[src/rtl/toysram_ra_bridge_pkg.sv]
// Shared definitions for the toysram register-array bridge: FSM state
// encodings, array-select width and the default out-of-range read pattern.
package toysram_ra_bridge_pkg;

    typedef logic [2:0] state_t;

    localparam state_t ST_IDLE = 3'd0;
    localparam state_t ST_RD   = 3'd1;
    localparam state_t ST_RMW  = 3'd2;
    localparam state_t ST_WR   = 3'd3;
    localparam state_t ST_DONE = 3'd4;

    localparam int RA_SEL_W = 4;

    localparam logic [31:0] ERR_DAT_DEFAULT = 32'hBADACCE5;

endpackage

[src/rtl/toysram_ra_rdmux.sv]
// NUM_RA:1 read-data mux; any select outside the attached arrays returns the
// fixed error pattern instead of data.
module toysram_ra_rdmux
    import toysram_ra_bridge_pkg::*;
#(
    parameter int                NUM_RA  = 4,
    parameter int                DAT_W   = 32,
    parameter logic [DAT_W-1:0]  ERR_DAT = DAT_W'(ERR_DAT_DEFAULT)
) (
    input  logic [NUM_RA*DAT_W-1:0] ra_rd_dat,
    input  logic [RA_SEL_W-1:0]     ra_sel,
    output logic [DAT_W-1:0]        rd_dat
);

    always_comb begin
        rd_dat = ERR_DAT;
        for (int i = 0; i < NUM_RA; i++) begin
            if (ra_sel == RA_SEL_W'(i)) begin
                rd_dat = ra_rd_dat[i*DAT_W +: DAT_W];
            end
        end
    end

endmodule

[src/rtl/toysram_ra_bridge.sv]
// Command-to-array bridge: routes decoded array-space reads/writes from cfg to
// one of NUM_RA 1R1W register arrays, with read-modify-write for partial writes.
module toysram_ra_bridge
    import toysram_ra_bridge_pkg::*;
#(
    parameter int                NUM_RA  = 4,
    parameter int                DAT_W   = 32,
    parameter int                ADR_W   = 5,
    parameter int                RD_LAT  = 1,
    parameter logic [DAT_W-1:0]  ERR_DAT = DAT_W'(ERR_DAT_DEFAULT)
) (
    input  logic                    clk,
    input  logic                    rst,
    input  logic                    cmd_val,
    input  logic                    cmd_we,
    input  logic [31:0]             cmd_adr,
    input  logic [DAT_W/8-1:0]      cmd_sel,
    input  logic [DAT_W-1:0]        cmd_dat,
    output logic                    busy,
    output logic                    rd_ack,
    output logic [DAT_W-1:0]        rd_dat,
    output logic                    wr_ack,
    output logic                    err,
    output logic [NUM_RA-1:0]       ra_rd_enb,
    output logic [ADR_W-1:0]        ra_rd_adr,
    input  logic [NUM_RA*DAT_W-1:0] ra_rd_dat,
    output logic [NUM_RA-1:0]       ra_wr_enb,
    output logic [ADR_W-1:0]        ra_wr_adr,
    output logic [DAT_W-1:0]        ra_wr_dat
);

    localparam int SEL_W = DAT_W / 8;

    state_t                 state;
    logic [2:0]             lat_cnt;
    logic [RA_SEL_W-1:0]    ra_q;
    logic                   oor_q;
    logic [SEL_W-1:0]       sel_q;
    logic [DAT_W-1:0]       dat_q;
    logic [DAT_W-1:0]       mux_dat;
    logic [DAT_W-1:0]       merged;
    logic [ADR_W-1:0]       cmd_entry;
    logic [RA_SEL_W-1:0]    cmd_ra;
    logic                   cmd_oor;
    logic                   unused_adr_bits;

    function automatic logic [NUM_RA-1:0] ra_onehot(input logic [RA_SEL_W-1:0] idx);
        ra_onehot = NUM_RA'(1) << idx;
    endfunction

    assign cmd_entry       = cmd_adr[ADR_W+1:2];
    assign cmd_ra          = cmd_adr[ADR_W+5:ADR_W+2];
    assign cmd_oor         = (int'(cmd_ra) >= NUM_RA);
    assign unused_adr_bits = ^{cmd_adr[31:ADR_W+6], cmd_adr[1:0]};
    assign busy            = (state != ST_IDLE);

    toysram_ra_rdmux #(
        .NUM_RA  (NUM_RA),
        .DAT_W   (DAT_W),
        .ERR_DAT (ERR_DAT)
    ) u_rdmux (
        .ra_rd_dat (ra_rd_dat),
        .ra_sel    (ra_q),
        .rd_dat    (mux_dat)
    );

    // Bytes with their enable set take the new data; the rest keep the array contents.
    always_comb begin
        merged = mux_dat;
        for (int b = 0; b < SEL_W; b++) begin
            if (sel_q[b]) begin
                merged[b*8 +: 8] = dat_q[b*8 +: 8];
            end
        end
    end

    always_ff @(posedge clk or posedge rst) begin
        if (rst) begin
            state     <= ST_IDLE;
            lat_cnt   <= '0;
            ra_q      <= '0;
            oor_q     <= 1'b0;
            sel_q     <= '0;
            dat_q     <= '0;
            rd_ack    <= 1'b0;
            rd_dat    <= '0;
            wr_ack    <= 1'b0;
            err       <= 1'b0;
            ra_rd_enb <= '0;
            ra_rd_adr <= '0;
            ra_wr_enb <= '0;
            ra_wr_adr <= '0;
            ra_wr_dat <= '0;
        end else begin
            rd_ack    <= 1'b0;
            wr_ack    <= 1'b0;
            err       <= 1'b0;
            ra_rd_enb <= '0;
            ra_wr_enb <= '0;
            case (state)
                ST_IDLE: begin
                    if (cmd_val) begin
                        ra_q      <= cmd_ra;
                        oor_q     <= cmd_oor;
                        sel_q     <= cmd_sel;
                        dat_q     <= cmd_dat;
                        lat_cnt   <= '0;
                        ra_rd_adr <= cmd_entry;
                        ra_wr_adr <= cmd_entry;
                        // Out-of-range reads still wait the full latency so timing is uniform.
                        if (cmd_oor && cmd_we) begin
                            wr_ack <= 1'b1;
                            err    <= 1'b1;
                            state  <= ST_DONE;
                        end else if (cmd_oor) begin
                            state <= ST_RD;
                        end else if (!cmd_we) begin
                            ra_rd_enb <= ra_onehot(cmd_ra);
                            state     <= ST_RD;
                        end else if (&cmd_sel) begin
                            ra_wr_enb <= ra_onehot(cmd_ra);
                            ra_wr_dat <= cmd_dat;
                            wr_ack    <= 1'b1;
                            state     <= ST_WR;
                        end else if (cmd_sel == '0) begin
                            wr_ack <= 1'b1;
                            state  <= ST_DONE;
                        end else begin
                            ra_rd_enb <= ra_onehot(cmd_ra);
                            state     <= ST_RMW;
                        end
                    end
                end
                ST_RD: begin
                    lat_cnt <= lat_cnt + 3'd1;
                    if (lat_cnt == 3'(RD_LAT)) begin
                        rd_ack <= 1'b1;
                        rd_dat <= mux_dat;
                        err    <= oor_q;
                        state  <= ST_DONE;
                    end
                end
                ST_RMW: begin
                    lat_cnt <= lat_cnt + 3'd1;
                    if (lat_cnt == 3'(RD_LAT)) begin
                        ra_wr_enb <= ra_onehot(ra_q);
                        ra_wr_dat <= merged;
                        wr_ack    <= 1'b1;
                        state     <= ST_WR;
                    end
                end
                ST_WR, ST_DONE: begin
                    state <= ST_IDLE;
                end
                default: begin
                    state <= ST_IDLE;
                end
            endcase
        end
    end

endmodule
[config.mk]
export PLATFORM = sky130hd
export DESIGN_NAME = toysram_ra_bridge
export DESIGN_NICKNAME = d
export VERILOG_FILES = /design/src/rtl/toysram_ra_bridge_pkg.sv /design/src/rtl/toysram_ra_rdmux.sv /design/src/rtl/toysram_ra_bridge.sv
export SDC_FILE = /design/constraint.sdc
export NUM_CORES = 1
export LEC_CHECK = 0
export CORE_MARGIN = 10
export CORE_UTILIZATION = 38
export DETAILED_ROUTE_END_ITERATION = 16
export GPL_ROUTABILITY_DRIVEN = 1
export MAX_ROUTING_LAYER = met4
export PLACE_DENSITY = 0.75
export SYNTH_ARGS = -nofsm -noshare
export SYNTH_HDL_FRONTEND = slang
export SYNTH_SLANG_ARGS = --single-unit
[constraint.sdc]
create_clock -name clk -period 4 [get_ports clk]
set_input_delay 0.8 -clock clk [delete_from_list [all_inputs] [get_ports clk]]
set_output_delay 0.8 -clock clk [all_outputs]
set_load 0.05 [all_outputs]
==> impl_results.md, run 1 <==
- Power Total: 7560 uW
- Mapped Area: 6360 sq um
- M2 GR Usage: 0.330
- Final clock skew: 0.00619 ns
- Worst min path class: reg2reg
- Initial antenna violation count: 0
- Fraction of layout cells with a size suffix above 1: 0.137
- Post-CTS Hold Fix Bufs: 0
- GPL Wtd Cong: 0.848
- CP top delay family: buffers and inverters
- Routed Antenna Nets: 0
- Full die area: 22300 sq um
- Final setup vio count: 0
- 1st-iter DRT viols: 277
- Buf/Inv on CP: 3
- CTS buffer count: 17
- CP Cell Sequence: buf_4 -> inv_1 -> nand2_1 -> buf_4
- Num ports: 286
- Crit path top cell by count: buf_4
- DRC: 0
- Initial DRT Pass Iterations: 4
- Pwr/cell area: 779 nW/um^2
- Number of clock sinks: 127
- Max-slew violation count: 0
- Nets: 1052
- Status: finished clean
- Max incr delay on CP: 0.54 ns
- Cell taking the most area after synthesis: dfrtp_1
- Post-CTS Resized: 0
- CP Launch Type: register
- Vias per std cell: 5.24
- Post-synth cell types: 52
- Global-route wire length before repair: 34100 microns
- Cell with the most instances after synthesis: dfrtp_1
- Syn nets: 806
- CP max FO: 23
- Clk Latency, worst-skew pair: 0.41 ns
- Vias in the first global route: 5984
- Initial Util: 0.385
- Max transition margin: 0.287
- Least-Margin Pin Slew: 1.07 ns
- Number of port buffers: 262
- Final core occ: 0.587
- Post-DP HPWL: 17000 microns
- Hold Fails Final Rpt: 0
- Seq cells post-synth: 127
- Largest net degree at the start of global routing: 66
- Static Leak: 0.00396 uW
- WL/cell: 21.0 microns
- Top cells by area, synth: dfrtp_1, mux4_2, mux2_2, nand2_1, o21ai_1
- Site Rows: 47
- Slowest library cell on the worst path: dfrtp_1
- Synth top area share: 0.499
- Core ar.: 16500 sq um
- Congestion Overflow GR: 0
- Top FF cell, synth: dfrtp_1
- Avg Inst Size Synth: 10.5 sq um
- Setup bufs post-CTS: 0
- DIE HEIGHT: 149 microns
- Maximum vdd drop: 567 uV
- Highest clock rate: 0.355 GHz
- Worst Path Arrival: 2.02 ns
- Total GRT Usage: 0.205
- Crit Path Category: reg2out
- Top Usage Layer GRT: met2
- Setup TNS: 0 ns
- Syn-to-layout area delta: 52.3%
- Critical Path RT: 3.20 ns
- RSZ-0062 raised after global routing: false
- Max-cap viol count: 0
- Layout fillers: 1424
- CTS clock-pin slew for the worst setup and hold paths: 0.06 ns
- Ys Warns: 0
- CTS root buffer: clkbuf_16
- WL final: 22700 microns
- Seq/Total Area, Yosys: 0.499
- ANT cells: 0
- Clock Path Buffers: 2
- Async S/R FF share, synth: 1.00
- Post-synth EDFFs: 0
- CTS H-tree lvls: 4
- DR vias: 5665
- Final Critical Period: 2.82 ns
- CTS tree: done
- CP Capture Type: output pin
- Met3 GRT Util: 0.0586
- Post-Synthesis Cells: 604
- Die X: 149 microns
- Synth top cells by count: dfrtp_1, nand2_1, mux2_2, nor2_1, o21ai_1
- Period utilisation layout: 0.704
- Grt met1 use: 0.245
[metrics by stage]
stage | instances | setup WS [ns] | hold slack (ns) | cell area (sq um)
after global routing | 1082 | 1.06 | 0.496 | 9700
after CTS | 1082 | 1.16 | 0.480 | 9700
final | 1082 | 1.18 | 0.475 | 9700
after global placement | 1051 | 1.06 | 0.459 | 9100
after detailed placement | 1051 | 1.00 | 0.466 | 9100
after floorplan | 604 | 1.63 | 0.447 | 6370
[worst register-to-register path: stages (launching register included)]
cell	delay, ns
dfrtp_1	0.40
inv_1	0.07
ha_1	0.13
nor2b_1	0.27
nand2_1	0.13
or3_2	0.90
inv_2	0.42
nand2_1	0.09
nand2_1	0.07
[cells in the final DEF (no fill, tap or decap), types with 5 or more instances in the layout]
| cell type | count |
|---|---|
| clkdlybuf4s50_1 | 261 |
| dfrtp_1 | 125 |
| a221oi_1 | 5 |
| mux4_2 | 21 |
| nand2_1 | 119 |
| mux2i_1 | 10 |
| o22ai_1 | 7 |
| nor3_1 | 13 |
| o21ai_0 | 21 |
| a21oi_1 | 27 |
| mux2_2 | 41 |
| o221ai_1 | 21 |
| nor2_1 | 41 |
| buf_4 | 8 |
| clkbuf_16 | 17 |
| o21ai_1 | 40 |
| nand3_1 | 5 |
| a31oi_1 | 5 |
[final timing paths]
| kind | slack, ns | start | end | cells after the start |
|---|---|---|---|---|
| setup / recovery | 1.18 | state[1] | busy | 4 |
| hold / removal | 0.48 | rd_dat[3] | rd_dat[3] | 2 |
| setup reg to reg | 1.46 | lat_cnt[1] | rd_dat[30] | 8 |
| hold reg to reg | 0.48 | rd_dat[3] | rd_dat[3] | 2 |
| max in group asynchronous | 2.76 | rst | ra_q[3] | 3 |
| min in group asynchronous | 0.65 | rst | rd_dat[11] | 2 |
[registers in the layout (all words and copies together) (netlist names)]
register	count
dat_q	32
err	1
lat_cnt	3
oor_q	1
ra_q	4
ra_rd_enb	4
ra_wr_adr	5
ra_wr_dat	32
ra_wr_enb	4
rd_ack	1
rd_dat	32
sel_q	4
state	3
wr_ack	1
[cells by family (layout without fill, tap and decap cells)]
family	count (synthesis)	count (layout)	share of synthesized area
flip-flops	127	127	0.499
AND/OR/NAND/NOR	206	206	0.143
AO/OA/AOI/OAI	144	144	0.142
multiplexers	72	72	0.163
XOR/XNOR	1	1	0.00138
adder cells (fa/ha/maj)	2	2	0.00393
buffers and inverters	52	310	0.0478
[layer usage]
metal	wire [microns]	up-vias
met5	0	-
met4	342	0
met3	1520	23
met2	11300	199
met1	9500	2782
li1	-	2661
[final cells by class]
class,count,area (sq um),share of cell area
Tap cell,220,275,0.0284
Inverter,8,33.8,0.00348
Clock buffer,25,495,0.0511
Multi-Input combinational cell,425,2890,0.298
Clock inverter,6,105,0.0108
Sequential cell,127,3180,0.328
Timing Repair Buffer,271,2710,0.280
[power by group]
part	internal (uW)	leakage (uW)	switching (uW)
clock	1040	0.000297	547
combinational	1450	0.00208	2240
sequential	1810	0.00158	463
No activity file was read; power rests on OpenSTA's default activity.
==> inputs of run 2 (changes only) <==
--- a/config.mk
+++ b/config.mk
@@ -6,11 +6,11 @@
 export NUM_CORES = 1
 export LEC_CHECK = 0
 export CORE_MARGIN = 10
-export CORE_UTILIZATION = 38
+export CORE_UTILIZATION = 42
 export DETAILED_ROUTE_END_ITERATION = 16
 export GPL_ROUTABILITY_DRIVEN = 1
 export MAX_ROUTING_LAYER = met4
-export PLACE_DENSITY = 0.75
+export PLACE_DENSITY = 0.79
 export SYNTH_ARGS = -nofsm -noshare
 export SYNTH_HDL_FRONTEND = slang
 export SYNTH_SLANG_ARGS = --single-unit
==> constraint.sdc (replaced) <==
create_clock -name clk -period 2.6 [get_ports clk]
set_input_delay 0.52 -clock clk [delete_from_list [all_inputs] [get_ports clk]]
set_output_delay 0.52 -clock clk [all_outputs]
set_load 0.05 [all_outputs]
==> impl_results.md, run 2 (synthesis gave the netlist of run 1 again) <==
- 1st-iter DRT viols: 271 (-2.2%)
- Worst Path Arrival: 1.69 ns (-0.33 ns)
- Congestion Overflow GR: 0 (unchanged)
- CTS root buffer: clkbuf_16
- Nets: 1060 (+0.76%)
- DRC: 0 (unchanged)
- Vias in the first global route: 5944 (-0.67%)
- Most common cell after layout, fill and taps aside: clkdlybuf4s50_1
- WHS: 0.475 ns (+0.000141 ns)
- Final setup vio count: 0 (unchanged)
- Most frequent cells in the layout: clkdlybuf4s50_1, dfrtp_1, nand2_1
- CP Launch Type: register
- Hold Fails Final Rpt: 0 (unchanged)
- CTS clock-pin slew for the worst setup and hold paths: 0.06 ns (about the same)
- CP max FO: 22 (-4.3%)
- Final Critical Period: 2.21 ns
- Regs by FF count: dat_q (32), ra_wr_dat (32), rd_dat (32)
- Initial DRT Pass Iterations: 5 (+1)
- Period utilisation layout: 0.850
- Least-Margin Pin Slew: 0.608 ns (-0.462 ns)
- Reg power frac: 0.288 (-0.013)
- Max-cap viol count: 0 (unchanged)
- Static Leak: 0.00404 uW (+2.0%)
- Power Total: 11900 uW (+58%)
- Comb power frac: 0.491 (+0.003)
- CTS H-tree lvls: 4 (unchanged)
- WL/cell: 20.9 microns (-0.46%)
- Clock Path Buffers: 2 (unchanged)
- Vias per std cell: 5.45 (+4.0%)
- CTS tree: done
- CP Capture Type: output pin
- Global-route wire length before repair: 33300 microns (-2.1%)
- Total GRT Usage: 0.218 (+0.0135)
- Setup TNS: 0 ns (unchanged)
- RSZ-0062 raised after global routing: false
- Status: finished clean
- Die X: 143 microns (-4.2%)
- GPL Wtd Cong: 0.824 (-2.8%)
- WL final: 22000 microns (-2.9%)
- Max transition margin: 0.594 (+0.307)
- Clk Latency, worst-skew pair: 0.41 ns (about the same)
- Post-CTS Resized: 0 (unchanged)
- Site Rows: 44 (-6.4%)
- Number of port buffers: 262 (unchanged)
- Switching pwr: 5060 uW (+56%)
- DR vias: 5751 (+1.5%)
- DIE HEIGHT: 143 microns (-4.2%)
- Largest net degree at the start of global routing: 43 (-35%)
- Final clock skew: 0.00763 ns (+0.00144 ns)
- Pwr/cell area: 1210 nW/um^2 (+56%)
- Final core occ: 0.669 (+0.0817)
- Number of clock sinks: 127 (unchanged)
- Num ports: 286 (unchanged)
- Sw Ratio: 0.424 (-0.00631)
- Post-CTS Hold Fix Bufs: 0 (unchanged)
- Layout fillers: 1161 (-18%)
- Setup bufs post-CTS: 0 (unchanged)
- Highest clock rate: 0.452 GHz
- Critical Path RT: 2.08 ns (-1.12 ns)
- Fraction of layout cells with a size suffix above 1: 0.150 (+0.0135)
- Reg2Reg Depth: 8 (unchanged)
- Full die area: 20500 sq um (-8.3%)
- Core ar.: 14700 sq um (-11%)
- Maximum vdd drop: 841 uV (+48%)
- Crit Path Category: reg2out
- CTS buffer count: 17 (unchanged)
- Clock Power Share: 0.221 (+0.011)
- Initial antenna violation count: 0 (unchanged)
- Routed Antenna Nets: 0 (unchanged)
- Syn-to-layout area delta: 54.4%
- Max-slew violation count: 0 (unchanged)
- P_int: 6870 uW (+60%)
- Worst min path class: in2async
- Initial Util: 0.433 (+0.0478)
- Post-DP HPWL: 17100 microns (+0.84%)
[run 2: cell count changes in the layout (fill, tap and decap cells not counted), moves of 2 or more]
cell	delta
clkbuf_1	-4
buf_4	+4
clkinv_4	+3
bufinv_16	+2
clkinvlp_4	+2
buf_12	+4
clkbuf_8	-2
[run 2: power groups by stage]
stage	clock network, uW	logic (uW)	registers, uW
3_5_place_dp	0	5910	3460
6_report	2640	5860	3430
4_1_cts	2680	5920	3440
3_3_place_gp	0	5830	3420
2_1_floorplan	0	2610	4740
5_1_grt	2770	6240	3550
[run 2: layer usage]
layer / share of wire / track usage
met1: 0.39 / 0.250
met2: 0.49 / 0.357
met3: 0.097 / 0.0740
met4: 0.018 / 0.0619
met5: 0 / -
[run 2: worst max-delay path: stages (launching register included)]
cell and delay, ns:
dfrtp_1 0.56, buf_4 0.36, inv_1 0.10, nand2_1 0.11, buf_12 0.15
[run 2: final timing paths]
check	from	end	slack (ns)
max in group asynchronous	rst	dat_q[2]	1.56
hold reg to reg	rd_dat[22]	rd_dat[22]	0.48
hold / removal	rst	ra_wr_dat[20]	0.48
setup reg to reg	lat_cnt[1]	rd_dat[18]	0.42
min in group clk	rd_dat[22]	rd_dat[22]	0.48
setup / recovery	state[1]	busy	0.39
[run 2: area by class of cell]
class / instances / area [sq um] / area share
multi-input combinational: 425 / 2890 / 0.295
clock buffer: 19 / 453 / 0.0461
inverter: 8 / 33.8 / 0.00344
clock inverter: 13 / 210 / 0.0214
tap: 184 / 230 / 0.0234
sequential: 127 / 3180 / 0.324
antenna: 1 / 2.50 / 0.000255
timing repair buffer: 279 / 2820 / 0.287
[run 2: through the flow]
stage               cell area [sq um]  cells  setup WS (ns)
finish                           9830   1056          0.389
global route                     9820   1055          0.255
CTS                              9820   1055          0.373
detailed placement               9160   1023          0.160
global placement                 9160   1023          0.209
floorplan                        6370    604          0.513
